===== src/rtl/nco_sweep_ctrl.sv =====
// ============================================================================
// Module   : nco_sweep_ctrl
// Purpose  : Frequency-sweep sequencer driving the freq_res/phase inputs of
//            the nco DDS core (sawtooth; triangle when NCO_SWEEP_TRIANGLE_EN).
// Revision : 1.0 - initial release
// ============================================================================
`default_nettype none

module nco_sweep_ctrl #(
  parameter int FW = 6,
  parameter int PW = 8,
  parameter int DW = 16
) (
  input  logic          clk,
  input  logic          rst_n,
  input  logic          start,
  input  logic          abort,
  input  logic          loop,
  input  logic [FW-1:0] f_start,
  input  logic [FW-1:0] f_stop,
  input  logic [FW-1:0] f_step,
  input  logic [DW-1:0] dwell,
`ifdef NCO_SWEEP_TRIANGLE_EN
  // "tri" is a reserved word in SystemVerilog, hence the longer name.
  input  logic          tri_mode,
`endif
  input  logic [PW-1:0] phase_in,
  output logic [FW-1:0] freq_res,
  output logic [PW-1:0] phase,
  output logic          busy,
  output logic          done,
  output logic          step_stb
);

  localparam logic [1:0] C_IDLE   = 2'd0;
  localparam logic [1:0] C_SWEEP  = 2'd1;
  localparam logic [1:0] C_FINISH = 2'd2;

  logic [1:0]    r_state;
  logic [1:0]    w_state_nxt;

  logic [FW-1:0] r_fstart;
  logic [FW-1:0] r_fstop;
  logic [FW-1:0] r_step;
  logic [DW-1:0] r_dwell;
  logic [DW-1:0] r_cnt;
  logic          r_loop;
  logic          r_up;
  logic          r_tri;
  logic          r_ret;
  logic [FW-1:0] r_freq;
  logic [PW-1:0] r_phase;
  logic          r_stb;

  logic          w_tri_in;
  logic          w_launch;
  logic          w_expire;
  logic          w_at_tgt;
  logic          w_reverse;
  logic          w_finish;
  logic [FW-1:0] w_tgt;
  logic          w_dir_up;
  logic [FW-1:0] w_next;

`ifdef NCO_SWEEP_TRIANGLE_EN
  assign w_tri_in = tri_mode;
`else
  assign w_tri_in = 1'b0;
`endif

  // One step toward tgt, computed one bit wider so it clamps rather than wraps.
  function automatic logic [FW-1:0] step_toward(
    input logic [FW-1:0] cur,
    input logic [FW-1:0] stp,
    input logic [FW-1:0] tgt,
    input logic          up
  );
    logic [FW:0] s;
    logic [FW-1:0] r;
    if (up) begin
      s = {1'b0, cur} + {1'b0, stp};
      r = (s >= {1'b0, tgt}) ? tgt : s[FW-1:0];
    end else begin
      s = {1'b0, cur} - {1'b0, stp};
      r = (s[FW] || (s[FW-1:0] <= tgt)) ? tgt : s[FW-1:0];
    end
    return r;
  endfunction

  always_comb begin
    w_launch  = start && !abort;
    w_expire  = (r_cnt == '0);
    w_tgt     = r_ret ? r_fstart : r_fstop;
    w_at_tgt  = (r_freq == w_tgt);
    w_reverse = w_at_tgt && r_tri && !r_ret && (r_fstart != r_fstop);
    w_finish  = w_expire && w_at_tgt && !w_reverse && !r_loop;
    w_dir_up  = (r_ret || w_reverse) ? !r_up : r_up;
    w_next    = step_toward(r_freq, r_step,
                            (r_ret || w_reverse) ? r_fstart : r_fstop, w_dir_up);
  end

  // State register
  always_ff @(posedge clk) begin
    if (!rst_n) begin
      r_state <= C_IDLE;
    end else begin
      r_state <= w_state_nxt;
    end
  end

  // Next-state logic
  always_comb begin
    w_state_nxt = r_state;
    case (r_state)
      C_IDLE: begin
        if (w_launch) begin
          w_state_nxt = C_SWEEP;
        end
      end
      C_SWEEP: begin
        if (abort) begin
          w_state_nxt = C_IDLE;
        end else if (w_finish) begin
          w_state_nxt = C_FINISH;
        end
      end
      C_FINISH: w_state_nxt = C_IDLE;
      default:  w_state_nxt = C_IDLE;
    endcase
  end

  // Output logic
  always_comb begin
    busy = (r_state == C_SWEEP);
    done = (r_state == C_FINISH);
  end

  assign freq_res = r_freq;
  assign phase    = r_phase;
  assign step_stb = r_stb;

  always_ff @(posedge clk) begin
    if (!rst_n) begin
      r_fstart <= '0;
      r_fstop  <= '0;
      r_step   <= '0;
      r_dwell  <= '0;
      r_cnt    <= '0;
      r_loop   <= 1'b0;
      r_up     <= 1'b0;
      r_tri    <= 1'b0;
      r_ret    <= 1'b0;
      r_freq   <= '0;
      r_phase  <= '0;
      r_stb    <= 1'b0;
    end else begin
      r_stb <= 1'b0;
      case (r_state)
        C_IDLE: begin
          if (w_launch) begin
            r_fstart <= f_start;
            r_fstop  <= f_stop;
            r_step   <= (f_step == '0) ? {{(FW-1){1'b0}}, 1'b1} : f_step;
            r_dwell  <= dwell;
            r_cnt    <= dwell;
            r_loop   <= loop;
            r_up     <= (f_stop >= f_start);
            r_tri    <= w_tri_in;
            r_ret    <= 1'b0;
            r_freq   <= f_start;
            r_phase  <= phase_in;
            r_stb    <= 1'b1;
          end
        end
        C_SWEEP: begin
          if (!abort) begin
            if (!w_expire) begin
              r_cnt <= r_cnt - 1'b1;
            end else if (w_at_tgt && !w_reverse) begin
              // End of a pass: restart when looping, otherwise hold for FINISH.
              if (r_loop) begin
                r_freq <= r_fstart;
                r_ret  <= 1'b0;
                r_cnt  <= r_dwell;
                r_stb  <= 1'b1;
              end
            end else begin
              r_freq <= w_next;
              r_ret  <= r_ret || w_reverse;
              r_cnt  <= r_dwell;
              r_stb  <= 1'b1;
            end
          end
        end
        default: ;
      endcase
    end
  end

endmodule

`default_nettype wire


===== config.mk =====
export PLATFORM = sky130hd
export DESIGN_NAME = nco_sweep_ctrl
export DESIGN_NICKNAME = d
export VERILOG_FILES = /design/src/rtl/nco_sweep_ctrl.sv
export SDC_FILE = /design/constraint.sdc
export NUM_CORES = 1
export LEC_CHECK = 0
export BUFFER_PORTS_ARGS = -buffer_cell sky130_fd_sc_hd__buf_2
export CORE_UTILIZATION = 47
export DETAILED_ROUTE_END_ITERATION = 12
export PLACE_DENSITY = 0.67
export SLEW_MARGIN = 5
export SYNTH_ARGS = -nofsm -noshare
export SYNTH_HDL_FRONTEND = slang
export SYNTH_SLANG_ARGS = --single-unit

===== constraint.sdc =====
create_clock -name clk -period 4.2 [get_ports clk]
set_input_delay 0.63 -clock clk [delete_from_list [all_inputs] [get_ports clk]]
set_output_delay 0.63 -clock clk [all_outputs]
set_load 0.02 [all_outputs]

# After elaboration in Yosys (flattened, before gate mapping)
# Index checks and enable logic that the tools add are counted.
word_totals:
  out_inout_bits: 17
  regBits: 70
classes:
  eq_ne: 10
  magnitude_cmp: 3
  n_mux: 34
  n_reduce_logical: 16
  add_sub_neg: 3
ops:
  columns: ["op", "count"]
  rows:
  - ["$mux 16", 5]
  - ["$mux 6", 10]
  - ["$pmux 16 s2", 1]
  - ["$logic_not 16->1", 1]
  - ["$sub 16x1->16 const B", 1]
  - ["$pmux 6 s2", 1]
  - ["$mux 1", 11]
  - ["$add 6x6->7", 1]
  - ["$ge 7x6->1", 1]
  - ["$sub 6x6->7", 1]
  - ["$eq 6x6->1", 1]
  - ["$ge 6x6->1", 1]
  - ["$le 6x6->1", 1]
  - ["$logic_not 6->1", 1]
  - ["$mux 2", 3]
  - ["$reduce_and 6->1", 1]
  - ["$reduce_and 5->1", 1]
  - ["$ne 2x2->1 const B", 2]
  - ["$ne 4x3->1 const B", 1]
  - ["$ne 4x4->1 const B", 1]
  - ["$pmux 1 s2", 2]
  - ["$pmux 2 s2", 1]
  - ["$reduce_and 2->1", 2]
  - ["$reduce_and 4->1", 1]
  - ["other kinds (10)", 14]

# Longest topological paths before layout
# Gate-level depths: netlist of run 1.
depth:
  ltp_word: 9
  depth_mapped: 15
  mapped_depth_nobuf: 14

# Worst setup path before layout of run 1
# OpenSTA, ideal clock, no wires.
synth_timing:
  path_type: "flip-flop to flip-flop"
  start: "register r_freq[1] (netlist: freq_res[1])"
  end: "register r_freq[3] (netlist: freq_res[3])"
  setup_ns: 0.114
  t_arrival_ns: 3.196
  required_time_ns: 4.086
  n_path_buf: 0
  slack_ns: 0.890
  path_stages_with_launch: 13
  cell_sequence: "dfxtp_1 -> ha_1 -> nand2b_1 -> a221oi_1 -> o21bai_1 -> nor3b_1 -> or2_2 -> ha_1 -> a211o_1 -> a211oi_2 -> nand3_1 -> a32o_1 -> a21o_1"
synth_via:
  elab_chain_len: 9
synth_lines:
  columns: ["item", "line_no", "text"]
  rows:
  - ["start: declaration", "51", "logic [FW-1:0] r_freq;"]
  - ["start signal: assignment", "170", "r_freq <= f_start;"]
  - ["start signal: assignment", "182", "r_freq <= r_fstart;"]
  - ["start signal: assignment", "188", "r_freq <= w_next;"]
  - ["$sub 6x6->7", "84", "s = {1'b0, cur} - {1'b0, stp};"]
  - ["$le 6x6->1", "85", "r = (s[FW] || (s[FW-1:0] <= tgt)) ? tgt : s[FW-1:0];"]
  - ["$logic_or 1x1->1", "85", null]
  - ["$mux 6", "85", null]
  - ["$mux 6", "80", "if (up) begin"]
  - ["$mux 6", "179", "end else if (w_at_tgt && !w_reverse) begin"]
  - ["$mux 6", "177", "if (!w_expire) begin"]
  - ["$mux 6", "176", "if (!abort) begin"]
  - ["$pmux 6 s2", "158", "case (r_state)"]
# Several ways; a longest one is shown, not always the timed one. The select of a mux whose other input is x is not followed.
# A chain may end at the register's enable or synchronous reset.

# Worst setup path after layout of run 1
# Ends and elaborated chain as after synthesis.

==> key figures, run 1 <==
Finish
  • Share of cells above drive strength 1: roughly 17%
  • # nets final: about 700
  • Synth-to-Final Area Change: 11.3%
  • Post-route insts no fill: between 700 and 800
  • ANT cells: 0
  • Layout fillers: 930

Timing
  • Setup_tns: 0 ns
  • # setup viols final: 0
  • WHS: ~0.46 ns
  • Final worst clock skew: between 0.01 and 0.015 ns
  • Least-Margin Pin Slew: 1.28 ns
  • Tmin final: between 3 and 4 ns
  • Final worst path period share: between 80% and 90%
  • Final count of hold timing violations: 0
  • Max Freq: 0.273 GHz
  • RSZ-0062 raised after global routing: no
  • Slew margin rel.: 14.8%
  • Final Max Slew Viols: 0

Drt
  • # DRC: 0
  • Drt wl/cell: ~16 um
  • Vias/cell: approximately 5.7
  • Routed Wire Length: between 10 and 15 mm
  • ANT nets after route: 0
  • Initial DRC count: 268
  • Highest routed layer: met4
  • Metal-1 WL: between 5 and 6 mm
  • WL met2: about 5.6 mm
  • 1st-pass router iterations: 5
  • DR vias: 4299
  • Met3 wire length: just over 600 um

Yosys
  • Post-Syn Nets: around 660
  • Synth cell count leaders: nand2_1 (103), dfxtp_1 (69), a21boi_0 (44)
  • Dominant cells by area after synthesis: dfxtp_1 (30%), ha_1 (8.6%), nand2_1 (8.4%), a21boi_0 (7.1%), a21oi_1 (4.6%)
  • Mean post-synth cell area: ~8 sq um
  • Most common cell in the netlist: nand2_1
  • Netlist cell types: 61
  • Syn. warnings: 0
  • Most area-hungry cell type in the Yosys netlist: dfxtp_1
  • Seq/Total Area, Yosys: 29.8%
  • Area share of the largest cell type after synthesis: roughly 30%
  • EDFF count, synth: 0
  • Syn Std Cell Area: between 4000 and 5000 sq um
  • Cells after Synth: approximately 580
  • Asr flop ratio synth: 0%
  • Top FF cell, synth: dfxtp_1
  • Yosys reg bits: between 60 and 70

Setup path
  • CP required: approximately 4.4 ns
  • CP Buf/Inv Count: 0
  • Worst stage delay on the critical path: 0.52 ns
  • CP Capture Type: flop
  • R2R cell count: 12
  • Slowest-stage cell, CP: dfxtp_1
  • Worst EP arrival: 3.91 ns
  • Launch point of the critical path: freq_res[1]$_SDFFE_PN0P_
  • Critical Path Fanout Max: 7
  • Most used cell, CP: ha_1
  • Worst path depth: 12
  • FF-to-FF Start: freq_res[1]$_SDFFE_PN0P_
  • Kind of critical path: reg -> reg
  • CP top delay family: compound AO/OA/AOI/OAI gates
  • Critical path launch point type: flop
  • CP cell instances: ha_1, nand2b_1, a221oi_1, o21bai_1, nor3b_1, or2_2, ha_1, a211o_1, a211oi_2, nand3_1, a32o_1, a21o_1

Clocking
  • Number of buffers created by CTS: 9
  • # clock sinks: 69
  • Clk root buf: clkbuf_8
  • Max Buffers Root-to-Sink: 2
  • Post-CTS Setup Bufs: 0
  • Hold_buf cts: 0
  • Post-CTS sizing: 0
  • TritonCTS clock tree: yes
  • Worst-path clk slew: 0.08 ns
  • Worst-Skew Late Latency: roughly 0.35 ns
  • H-tree depth: 3

Pwr
  • Worst vdd ir: approximately 0.18 mV
  • Pwr/cell area: around 370 nW/um^2
  • LEAKAGE: about 2.1 nW

GRT
  • Total Routing Usage GR: roughly 25%
  • First-pass GRT wire length: between 15 and 20 mm
  • Vias in the first global route: 4128
  • GRT overflow: 0
  • Initial antenna violation count: 0
  • Pin count of the biggest net entering global routing: 47

Floorplan
  • Row count: 35
  • Initial core utilization: approximately half
  • Die width: approximately 100 um
  • Die Ht: approximately 100 um
  • DIE AREA: ~10000 sq um
  • Core area: 9370 sq um
  • IO Pins: 64

Placed design
  • IO buf count: 63
  • GPL Wtd Cong: around 0.93
  • Placed cells: ~740
  • DP HPWL: around 8.5 mm

Run
  • Max-Cap Viols: 0

Status
  • Outcome: finished clean

Worst hold path
  • HP Start: r_dwell[14]$_SDFFE_PN0P_
  • Worst hold path type: reg -> reg
  • Cells on Worst Hold Path: 2
-- where the power goes --
part | switching [mW] | total, mW | internal [mW]
logic | 0.377 | 0.635 | 0.258
registers | 0.0491 | 0.746 | 0.697
clock network | 0.265 | 0.534 | 0.268
total | 0.691 | 1.91 | 1.22
-- worst paths after layout --
| check | end | slack (ns) |
|---|---|---|
| worst max-delay path | freq_res[3]$_SDFFE_PN0P_ | 0.53 |
| worst min-delay path | r_dwell[14]$_SDFFE_PN0P_ | 0.46 |
| worst min register to register | r_dwell[14]$_SDFFE_PN0P_ | 0.46 |
| worst max register to register | freq_res[3]$_SDFFE_PN0P_ | 0.53 |
-- cells by family (layout without fill, tap and decap cells) --
group / after synthesis / after routing / synth area share (%)
AOI/OAI and AO/OA: 178 / 178 / 27.7
xor gates and xnor gates: 25 / 25 / 4.73
adders and majority gates: 34 / 34 / 9.51
buffers and inverters: 62 / 109 / 6.16
DFF: 69 / 69 / 29.8
muxes: 2 / 2 / 0.432
and+or+nand+nor: 207 / 207 / 21.6
-- registers in the layout, indices dropped and copies added (netlist names) --
register  cells
r_cnt        16
r_dwell      16
phase         8
freq_res      6
r_fstart      6
r_fstop       6
r_step        6
r_state       2
r_loop        1
r_up          1
step_stb      1
-- per-layer routing --
layer	up-vias	GRT usage, %
met5	-	0
met4	0	7.02
met3	21	4.83
met2	132	41.5
met1	2028	31.9
li1	2118	-
-- stage by stage --
| step | power [mW] | cell area, sq um | utilization [%] | setup WS (ns) |
|---|---|---|---|---|
| after global placement | 1.36 | 4970 | 53.0 | 0.779 |
| after detailed placement | 1.39 | 4970 | 53.0 | 0.619 |
| final | 1.91 | 5150 | 55.0 | 0.533 |
| after CTS | 1.91 | 5150 | 55.0 | 0.597 |
| after floorplan | 1.23 | 4630 | - | 0.890 |
| after global routing | 2.04 | 5150 | 55.0 | 0.354 |
-- cells in the final DEF, fill, tap and decap left out, types with 4 or more instances in the layout --
cell      instances
a21o_1            8
clkbuf_8          9
o221ai_1          6
o21ai_0          25
inv_1            24
a21boi_0         44
nand2b_1          6
o211ai_1          4
o211a_1           5
xnor2_1          10
a31oi_1           5
or3_1             4
nor2_1           35
nor3_1            7
nor2b_1           7
ha_1             32
a211oi_2          6
a211oi_1          4
buf_2            63
buf_4             6
nand4_1           7
nand3_1           9
xor2_1           15
nand2_1         103
dfxtp_1          69
nor3b_1           7
a21oi_1          42
-- final cells by class --
type / count / area, sq um / area share (%)
Clock inverter: 5 / 52.6 / 1.02
Sequential cell: 69 / 1380 / 26.8
Clock buffer: 10 / 128 / 2.48
Inverter: 25 / 93.8 / 1.82
Timing Repair Buffer: 69 / 360 / 7.00
Tap cell: 129 / 161 / 3.13
Multi-Input combinational cell: 446 / 2970 / 57.7
-- worst min-delay path, delay by kind of cell, from the launching register on --
kind / cells / cell delay (ns)
DFF: 1 / 0.31
AOI/OAI and AO/OA: 1 / 0.06
and+or+nand+nor: 1 / 0.04
(Power assumes the default switching activity.)
==> run 2: changes to the inputs <==
Settings changed: ABC_AREA set to 1.
==> key figures, run 2 <==
Status
  • Outcome: finished clean (unchanged)

Setup path
  • Critical path launch point type: flop (unchanged)
  • CP Capture Type: flop (unchanged)
  • Worst stage delay on the critical path: 0.47 ns (was 0.52 ns)
  • R2r setup slk: 1.16 ns (was 0.53 ns)
  • Most used cell, CP: nand2_1 (was ha_1)
  • Critical Path Fanout Max: 6 (was 7)
  • Kind of critical path: reg -> reg (unchanged)
  • CP cell instances: inv_1, ha_1, inv_1, fa_1, nand2_1, nand3_1, nand2_1, inv_1, ha_1, nand2_1, nor2_1, nand2_1, nand3_1, nand3_1, nand2_1, nand3_1, nand3_1, nand2_1, a21oi_1 (was ha_1, nand2b_1, a221oi_1, o21bai_1, nor3b_1, or2_2, ha_1, a211o_1, a211oi_2, nand3_1, a32o_1, a21o_1)
  • Slowest-stage cell, CP: fa_1 (was dfxtp_1)
  • CP required: 4.48 ns (was 4.44 ns)
  • Worst EP arrival: 3.31 ns (was 3.91 ns)
  • CP top delay family: simple AND/OR/NAND/NOR gates (was compound AO/OA/AOI/OAI gates)
  • CP Buf/Inv Count: 3 (was 0)

Yosys
  • Post-Synth Adder-Cell Area: 9.37% (was 9.51%)
  • Dominant cells by area after synthesis: dfxtp_1 (29%), nand2_1 (13%), nor2_1 (8.6%), ha_1 (8.5%), o21ai_0 (7.7%) (was dfxtp_1 (30%), ha_1 (8.6%), nand2_1 (8.4%), a21boi_0 (7.1%), a21oi_1 (4.6%))
  • Yosys reg bits: 69 (unchanged)
  • Syn Std Cell Area: 4700 sq um (was 4630 sq um)
  • Post-Synth Simple-Gate Area: 34.0% (was 21.6%)
  • Mean post-synth cell area: 6.44 sq um (was 8.02 sq um)
  • Largest family of logic cells by synthesized area: simple AND/OR/NAND/NOR gates (was compound AO/OA/AOI/OAI gates)
  • EDFF count, synth: 0 (unchanged)
  • Top FF cell, synth: dfxtp_1 (unchanged)
  • Asr flop ratio synth: 0% (unchanged)
  • Most common cell in the netlist: nand2_1 (unchanged)
  • Cells after Synth: 730 (was 577)
  • Netlist cell types: 39 (was 61)
  • Compound-cell area share of the yosys netlist: 14.8% (was 27.7%)
  • Area share of the largest cell type after synthesis: 29.4% (was 29.8%)
  • Post-Syn Nets: 811 (was 658)
  • Syn. warnings: 0 (unchanged)
  • Synth cell count leaders: nand2_1 (157), nor2_1 (108), inv_1 (92) (was nand2_1 (103), dfxtp_1 (69), a21boi_0 (44))
  • Seq/Total Area, Yosys: 29.4% (was 29.8%)
  • Post-synthesis mux area share: 0% (was 0.432%)
  • Most area-hungry cell type in the Yosys netlist: dfxtp_1 (unchanged)
  • Xor-xnor portion of the synthesized cell area: 1.68% (was 4.73%)

Finish
  • Post-route insts no fill: 915 (was 753)
  • Post-route cell area: 5270 sq um (was 5150 sq um)
  • Commonest non-fill, non-tap cell in the layout: nand2_1 (unchanged)
  • Share of cells above drive strength 1: 13.9% (was 16.5%)
  • Most frequent cells in the layout: nand2_1 (157), nor2_1 (108), inv_1 (92) (was nand2_1 (103), dfxtp_1 (69), buf_2 (63))
  • Final core occ: 54.1% (was 55.0%)
  • Synth-to-Final Area Change: 12.1% (was 11.3%)
  • ANT cells: 0 (unchanged)
  • # nets final: 859 (was 701)
  • Layout fillers: 990 (was 930)

Run
  • Max-Cap Viols: 0 (unchanged)

Drt
  • # DRC: 0 (unchanged)
  • Routed Wire Length: 12.2 mm (was 11.9 mm)
  • 1st-pass router iterations: 5 (unchanged)
  • ANT nets after route: 0 (unchanged)
  • Drt wl/cell: 13.4 um (was 15.8 um)
  • DR vias: 4769 (was 4299)
  • Vias/cell: 5.21 (was 5.71)
  • Metal-1 WL: 6.21 mm (was 5.49 mm)
  • Met3 wire length: 744 um (was 606 um)
  • Highest routed layer: met4 (unchanged)
  • WL met2: 5.03 mm (was 5.56 mm)
  • Initial DRC count: 261 (was 268)

Timing
  • Least-Margin Pin Slew: 1.14 ns (was 1.28 ns)
  • RSZ-0062 raised after global routing: no (unchanged)
  • Setup_tns: 0 ns (unchanged)
  • Final worst path period share: 72.3% (was 87.3%)
  • Final count of hold timing violations: 0 (unchanged)
  • WHS: 0.428 ns (was 0.462 ns)
  • Tmin final: 3.04 ns (was 3.67 ns)
  • Slew margin rel.: 23.8% (was 14.8%)
  • Max Freq: 0.329 GHz (was 0.273 GHz)
  • Final Max Slew Viols: 0 (unchanged)
  • Final worst clock skew: 0.00993 ns (was 0.0130 ns)
  • # setup viols final: 0 (unchanged)

Clocking
  • # clock sinks: 69 (unchanged)
  • H-tree depth: 3 (unchanged)
  • Hold_buf cts: 0 (unchanged)
  • Number of buffers created by CTS: 9 (unchanged)
  • Worst-path clk slew: 0.08 ns (about the same)
  • Max Buffers Root-to-Sink: 2 (unchanged)
  • Post-CTS sizing: 0 (unchanged)
  • Post-CTS Setup Bufs: 0 (unchanged)
  • Clk root buf: clkbuf_8 (unchanged)
  • Worst-Skew Late Latency: 0.36 ns (was 0.35 ns)
  • TritonCTS clock tree: yes (unchanged)

Placed design
  • DP HPWL: 8.95 mm (was 8.46 mm)
  • Placed cells: 900 (was 738)
  • DP Area: 5070 sq um (was 4970 sq um)
  • GPL Wtd Cong: 0.934 (was 0.928)
  • IO buf count: 63 (unchanged)

Floorplan
  • Die Ht: 102 um (was 101 um)
  • Row count: 36 (was 35)
  • DIE AREA: 10400 sq um (was 10300 sq um)
  • Die width: 102 um (was 101 um)
  • Initial core utilization: 48.3% (was 49.4%)
  • IO Pins: 64 (unchanged)
  • Core area: 9730 sq um (was 9370 sq um)

Pwr
  • Net Switching: 825 uW (was 691 uW)
  • Clock network fraction of design power: 26.7% (was 27.9%)
  • LEAKAGE: 2.72 nW (was 2.15 nW)
  • Worst vdd ir: 0.211 mV (was 0.176 mV)
  • Pwr/cell area: 402 nW/um^2 (was 372 nW/um^2)
  • Sw frac: 39.0% (was 36.1%)
  • Pint: 1.29 mW (was 1.22 mW)
  • Flop pwr share: 35.4% (was 39.0%)
  • Logic pwr share: 37.9% (was 33.1%)

GRT
  • Initial antenna violation count: 0 (unchanged)
  • Vias in the first global route: 4271 (was 4128)
  • GRT overflow: 0 (unchanged)
  • Pin count of the biggest net entering global routing: 69 (was 47)
  • First-pass GRT wire length: 20.2 mm (was 19.8 mm)
  • Total Routing Usage GR: 24.9% (was 24.6%)

Worst hold path
  • Worst hold path type: reg -> reg (unchanged)
run 2: cell types whose count changed after synthesis, sizes merged, moves of 7 or more:
cell,delta
a211oi,-9
a21boi,-42
a21o,-8
inv,+74
nand2,+57
nand3,+43
nand4,+12
nor2,+84
nor2b,-7
nor3b,-7
o21ai,+47
xnor2,-8
xor2,-8
run 2: path summary, 6_finish.rpt:
path / from / endpoint / cells past startpoint
max reg2reg: freq_res[0]$_SDFFE_PN0P_ / freq_res[1]$_SDFFE_PN0P_ / 19
min reg2reg: r_loop$_SDFFE_PN0P_ / r_state[1]$_SDFFE_PN0P_ / 1
max: freq_res[0]$_SDFFE_PN0P_ / freq_res[1]$_SDFFE_PN0P_ / 19
min: r_loop$_SDFFE_PN0P_ / r_state[1]$_SDFFE_PN0P_ / 1
run 2: final cells by class:
type	count	area [sq um]	share of cell area [%]
Timing Repair Buffer	66	338	6.41
Multi-Input combinational cell	534	2810	53.4
Inverter	98	368	6.98
Sequential cell	69	1380	26.2
Clock inverter	3	45.0	0.855
Tap cell	133	166	3.16
Clock buffer	12	155	2.95
run 2: per-layer routing:
layer | GRT usage, % | vias to the layer above
li1 | - | 2442
met4 | 8.57 | 0
met1 | 35.7 | 2154
met3 | 4.24 | 21
met5 | 0 | -
met2 | 37.5 | 152
run 2: kinds of logic after synthesis:
kind of cell	count (synthesis)
and+or+nand+nor	360
AOI/OAI and AO/OA	131
buffers and inverters	127
DFF	69
adders and majority gates	34
xor gates and xnor gates	9
run 2: per-stage QoR:
stage                     power (mW)  setup slack (ns)
after floorplan                 1.37              1.62
after global placement          1.53              1.30
after detailed placement        1.55              1.25
after CTS                       2.11              1.21
after global routing            2.27             0.917
final                           2.12              1.16
run 2: power by group through the flow:
stage / logic (mW) / registers, mW / clock network (mW)
floorplan: 0.596 / 0.769 / 0
global placement: 0.770 / 0.761 / 0
detailed placement: 0.785 / 0.764 / 0
CTS: 0.790 / 0.749 / 0.574
global route: 0.912 / 0.756 / 0.604
finish: 0.801 / 0.749 / 0.565
run 2: worst reg2reg max path: cells and delay by family (launching register included):
family	cells	cell delay (ns)
simple gates	12	1.32
fa+ha+maj	3	0.89
flops	1	0.35
buf+inv	3	0.23
compound gates	1	0.16
==> run 3: changes to the inputs <==
Clock period 4.2 ns to 3.1 ns, I/O delays scaled along.
==> key figures, run 3 (synthesized netlist as in run 2, its figures left out) <==
Timing
  • Final worst clock skew: 0.00897 ns (was 0.00993 ns)
  • Least-Margin Pin Slew: 0.544 ns (was 1.14 ns)
  • Final count of hold timing violations: 0 (unchanged)
  • Final Max Slew Viols: 0 (unchanged)
  • Final worst slack: 0.278 ns (was 1.16 ns)
  • # setup viols final: 0 (unchanged)
  • Max Freq: 0.354 GHz (was 0.329 GHz)
  • Slew margin rel.: 63.6% (was 23.8%)
  • Final worst path period share: 91.0% (was 72.3%)
  • WHS: 0.351 ns (was 0.428 ns)
  • Setup_tns: 0 ns (unchanged)
  • Tmin final: 2.82 ns (was 3.04 ns)

Setup path
  • Worst EP arrival: 3.07 ns (was 3.31 ns)
  • CP Capture Type: flop (unchanged)
  • CP Buf/Inv Count: 4 (was 3)
  • Kind of critical path: reg -> reg (unchanged)
  • CP required: 3.35 ns (was 4.48 ns)
  • CP cell instances: inv_1, ha_1, inv_1, fa_2, buf_4, xnor2_4, inv_1, ha_1, nand2_1, nor2_1, nand2_1, nand3_2, nand2_1, nor2_2, nand2_1, nand3_1, nand3_1, nand2_1, a21oi_1 (was inv_1, ha_1, inv_1, fa_1, nand2_1, nand3_1, nand2_1, inv_1, ha_1, nand2_1, nor2_1, nand2_1, nand3_1, nand3_1, nand2_1, nand3_1, nand3_1, nand2_1, a21oi_1)
  • Worst stage delay on the critical path: 0.41 ns (was 0.47 ns)
  • Most used cell, CP: nand2_1 (unchanged)
  • CP top delay family: simple AND/OR/NAND/NOR gates (unchanged)
  • Critical Path Fanout Max: 5 (was 6)
  • Critical path launch point type: flop (unchanged)
  • Slowest-stage cell, CP: fa_2 (was fa_1)

Pwr
  • Power, Total: 2.89 mW (was 2.12 mW)
  • Flop pwr share: 35.0% (was 35.4%)
  • Worst vdd ir: 0.244 mV (was 0.211 mV)
  • Pwr/cell area: 538 nW/um^2 (was 402 nW/um^2)
  • Sw frac: 39.7% (was 39.0%)
  • Logic pwr share: 39.6% (was 37.9%)
  • Net Switching: 1.15 mW (was 825 uW)
  • LEAKAGE: 2.77 nW (was 2.72 nW)
  • Pint: 1.74 mW (was 1.29 mW)
  • Clock network fraction of design power: 25.4% (was 26.7%)

Finish
  • ANT cells: 0 (unchanged)
  • Synth-to-Final Area Change: 14.5% (was 12.1%)
  • # nets final: 870 (was 859)
  • Post-route cell area: 5380 sq um (was 5270 sq um)
  • Final core occ: 55.3% (was 54.1%)
  • Most frequent cells in the layout: nand2_1 (157), nor2_1 (107), inv_1 (92) (was nand2_1 (157), nor2_1 (108), inv_1 (92))
  • Share of cells above drive strength 1: 16.3% (was 13.9%)
  • Commonest non-fill, non-tap cell in the layout: nand2_1 (unchanged)
  • Layout fillers: 993 (was 990)
  • Post-route insts no fill: 926 (was 915)

Drt
  • Routed Wire Length: 12.4 mm (was 12.2 mm)
  • ANT nets after route: 0 (unchanged)
  • Drt wl/cell: 13.4 um (about the same)
  • Initial DRC count: 243 (was 261)
  • 1st-pass router iterations: 5 (unchanged)
  • Vias/cell: 5.21 (about the same)
  • # DRC: 0 (unchanged)
  • DR vias: 4827 (was 4769)

GRT
  • First-pass GRT wire length: 21.0 mm (was 20.2 mm)
  • Total Routing Usage GR: 25.8% (was 24.9%)
  • Pin count of the biggest net entering global routing: 55 (was 69)
  • Initial antenna violation count: 0 (unchanged)
  • Vias in the first global route: 4540 (was 4271)
  • GRT overflow: 0 (unchanged)

Placed design
  • IO buf count: 63 (unchanged)
  • GPL Wtd Cong: 0.940 (was 0.934)
  • DP Area: 5120 sq um (was 5070 sq um)
  • DP HPWL: 9.20 mm (was 8.95 mm)
  • Placed cells: 907 (was 900)
  • Dpl ws: 0.235 ns (was 1.25 ns)

Clocking
  • Number of buffers created by CTS: 9 (unchanged)
  • # clock sinks: 69 (unchanged)
  • Max Buffers Root-to-Sink: 2 (unchanged)
  • Worst-path clk slew: 0.08 ns (about the same)
  • Hold_buf cts: 0 (unchanged)
  • Clk root buf: clkbuf_8 (unchanged)
  • Worst-Skew Late Latency: 0.36 ns (about the same)
  • TritonCTS clock tree: yes (unchanged)
  • H-tree depth: 3 (unchanged)

Floorplan
  • Core area: 9730 sq um (unchanged)
  • Die Ht: 102 um (unchanged)
  • DIE AREA: 10400 sq um (unchanged)
  • IO Pins: 64 (unchanged)
  • Die width: 102 um (unchanged)
  • Initial core utilization: 48.3% (unchanged)
  • Row count: 36 (unchanged)

Run
  • Max-Cap Viols: 0 (unchanged)

Status
  • Outcome: finished clean (unchanged)

Worst hold path
  • Worst hold path type: in -> reg (was reg -> reg)
run 3: worst min-delay path: stages:
cell	delay [ns]
buf_2	0.09
inv_1	0.05
a21oi_1	0.05
run 3: area by class of cell:
cell class / instances / area (sq um) / area share [%]
Multi-Input combinational cell: 534 / 2850 / 53.0
Sequential cell: 69 / 1380 / 25.7
Inverter: 98 / 368 / 6.84
Clock inverter: 6 / 65.1 / 1.21
Timing Repair Buffer: 77 / 420 / 7.82
Clock buffer: 9 / 124 / 2.30
Tap cell: 133 / 166 / 3.09
run 3: final timing paths:
| path | startpoint | endpoint | slack, ns | depth (start not counted) |
|---|---|---|---|---|
| setup / recovery | freq_res[0]$_SDFFE_PN0P_ | freq_res[5]$_SDFFE_PN0P_ | 0.28 | 19 |
| hold / removal | dwell[8] | r_dwell[8]$_SDFFE_PN0P_ | 0.35 | 3 |
| setup reg to reg | freq_res[0]$_SDFFE_PN0P_ | freq_res[5]$_SDFFE_PN0P_ | 0.28 | 19 |
| hold reg to reg | r_loop$_SDFFE_PN0P_ | r_state[1]$_SDFFE_PN0P_ | 0.42 | 1 |
run 3: layer usage:
metal / up-vias / routed length, um / global-route usage, %
met2: 142 / 5370 / 41.0
met3: 18 / 777 / 5.81
met4: 0 / 157 / 8.02
li1: 2467 / - / -
met5: - / 0 / 0
met1: 2200 / 6080 / 34.7
run 3: power by group through the flow:
| stage | registers [mW] | clock network (mW) | logic [mW] |
|---|---|---|---|
| after global placement | 1.03 | 0 | 1.06 |
| after floorplan | 1.04 | 0 | 0.808 |
| final | 1.01 | 0.733 | 1.15 |
| after global routing | 1.02 | 0.794 | 1.31 |
| after CTS | 1.01 | 0.759 | 1.08 |
| after detailed placement | 1.03 | 0 | 1.08 |
run 3: what timing repair did:
item,in CTS,in global routing
gates resized for setup,0,9
setup buffers,0,4
setup endpoints to repair,0,6
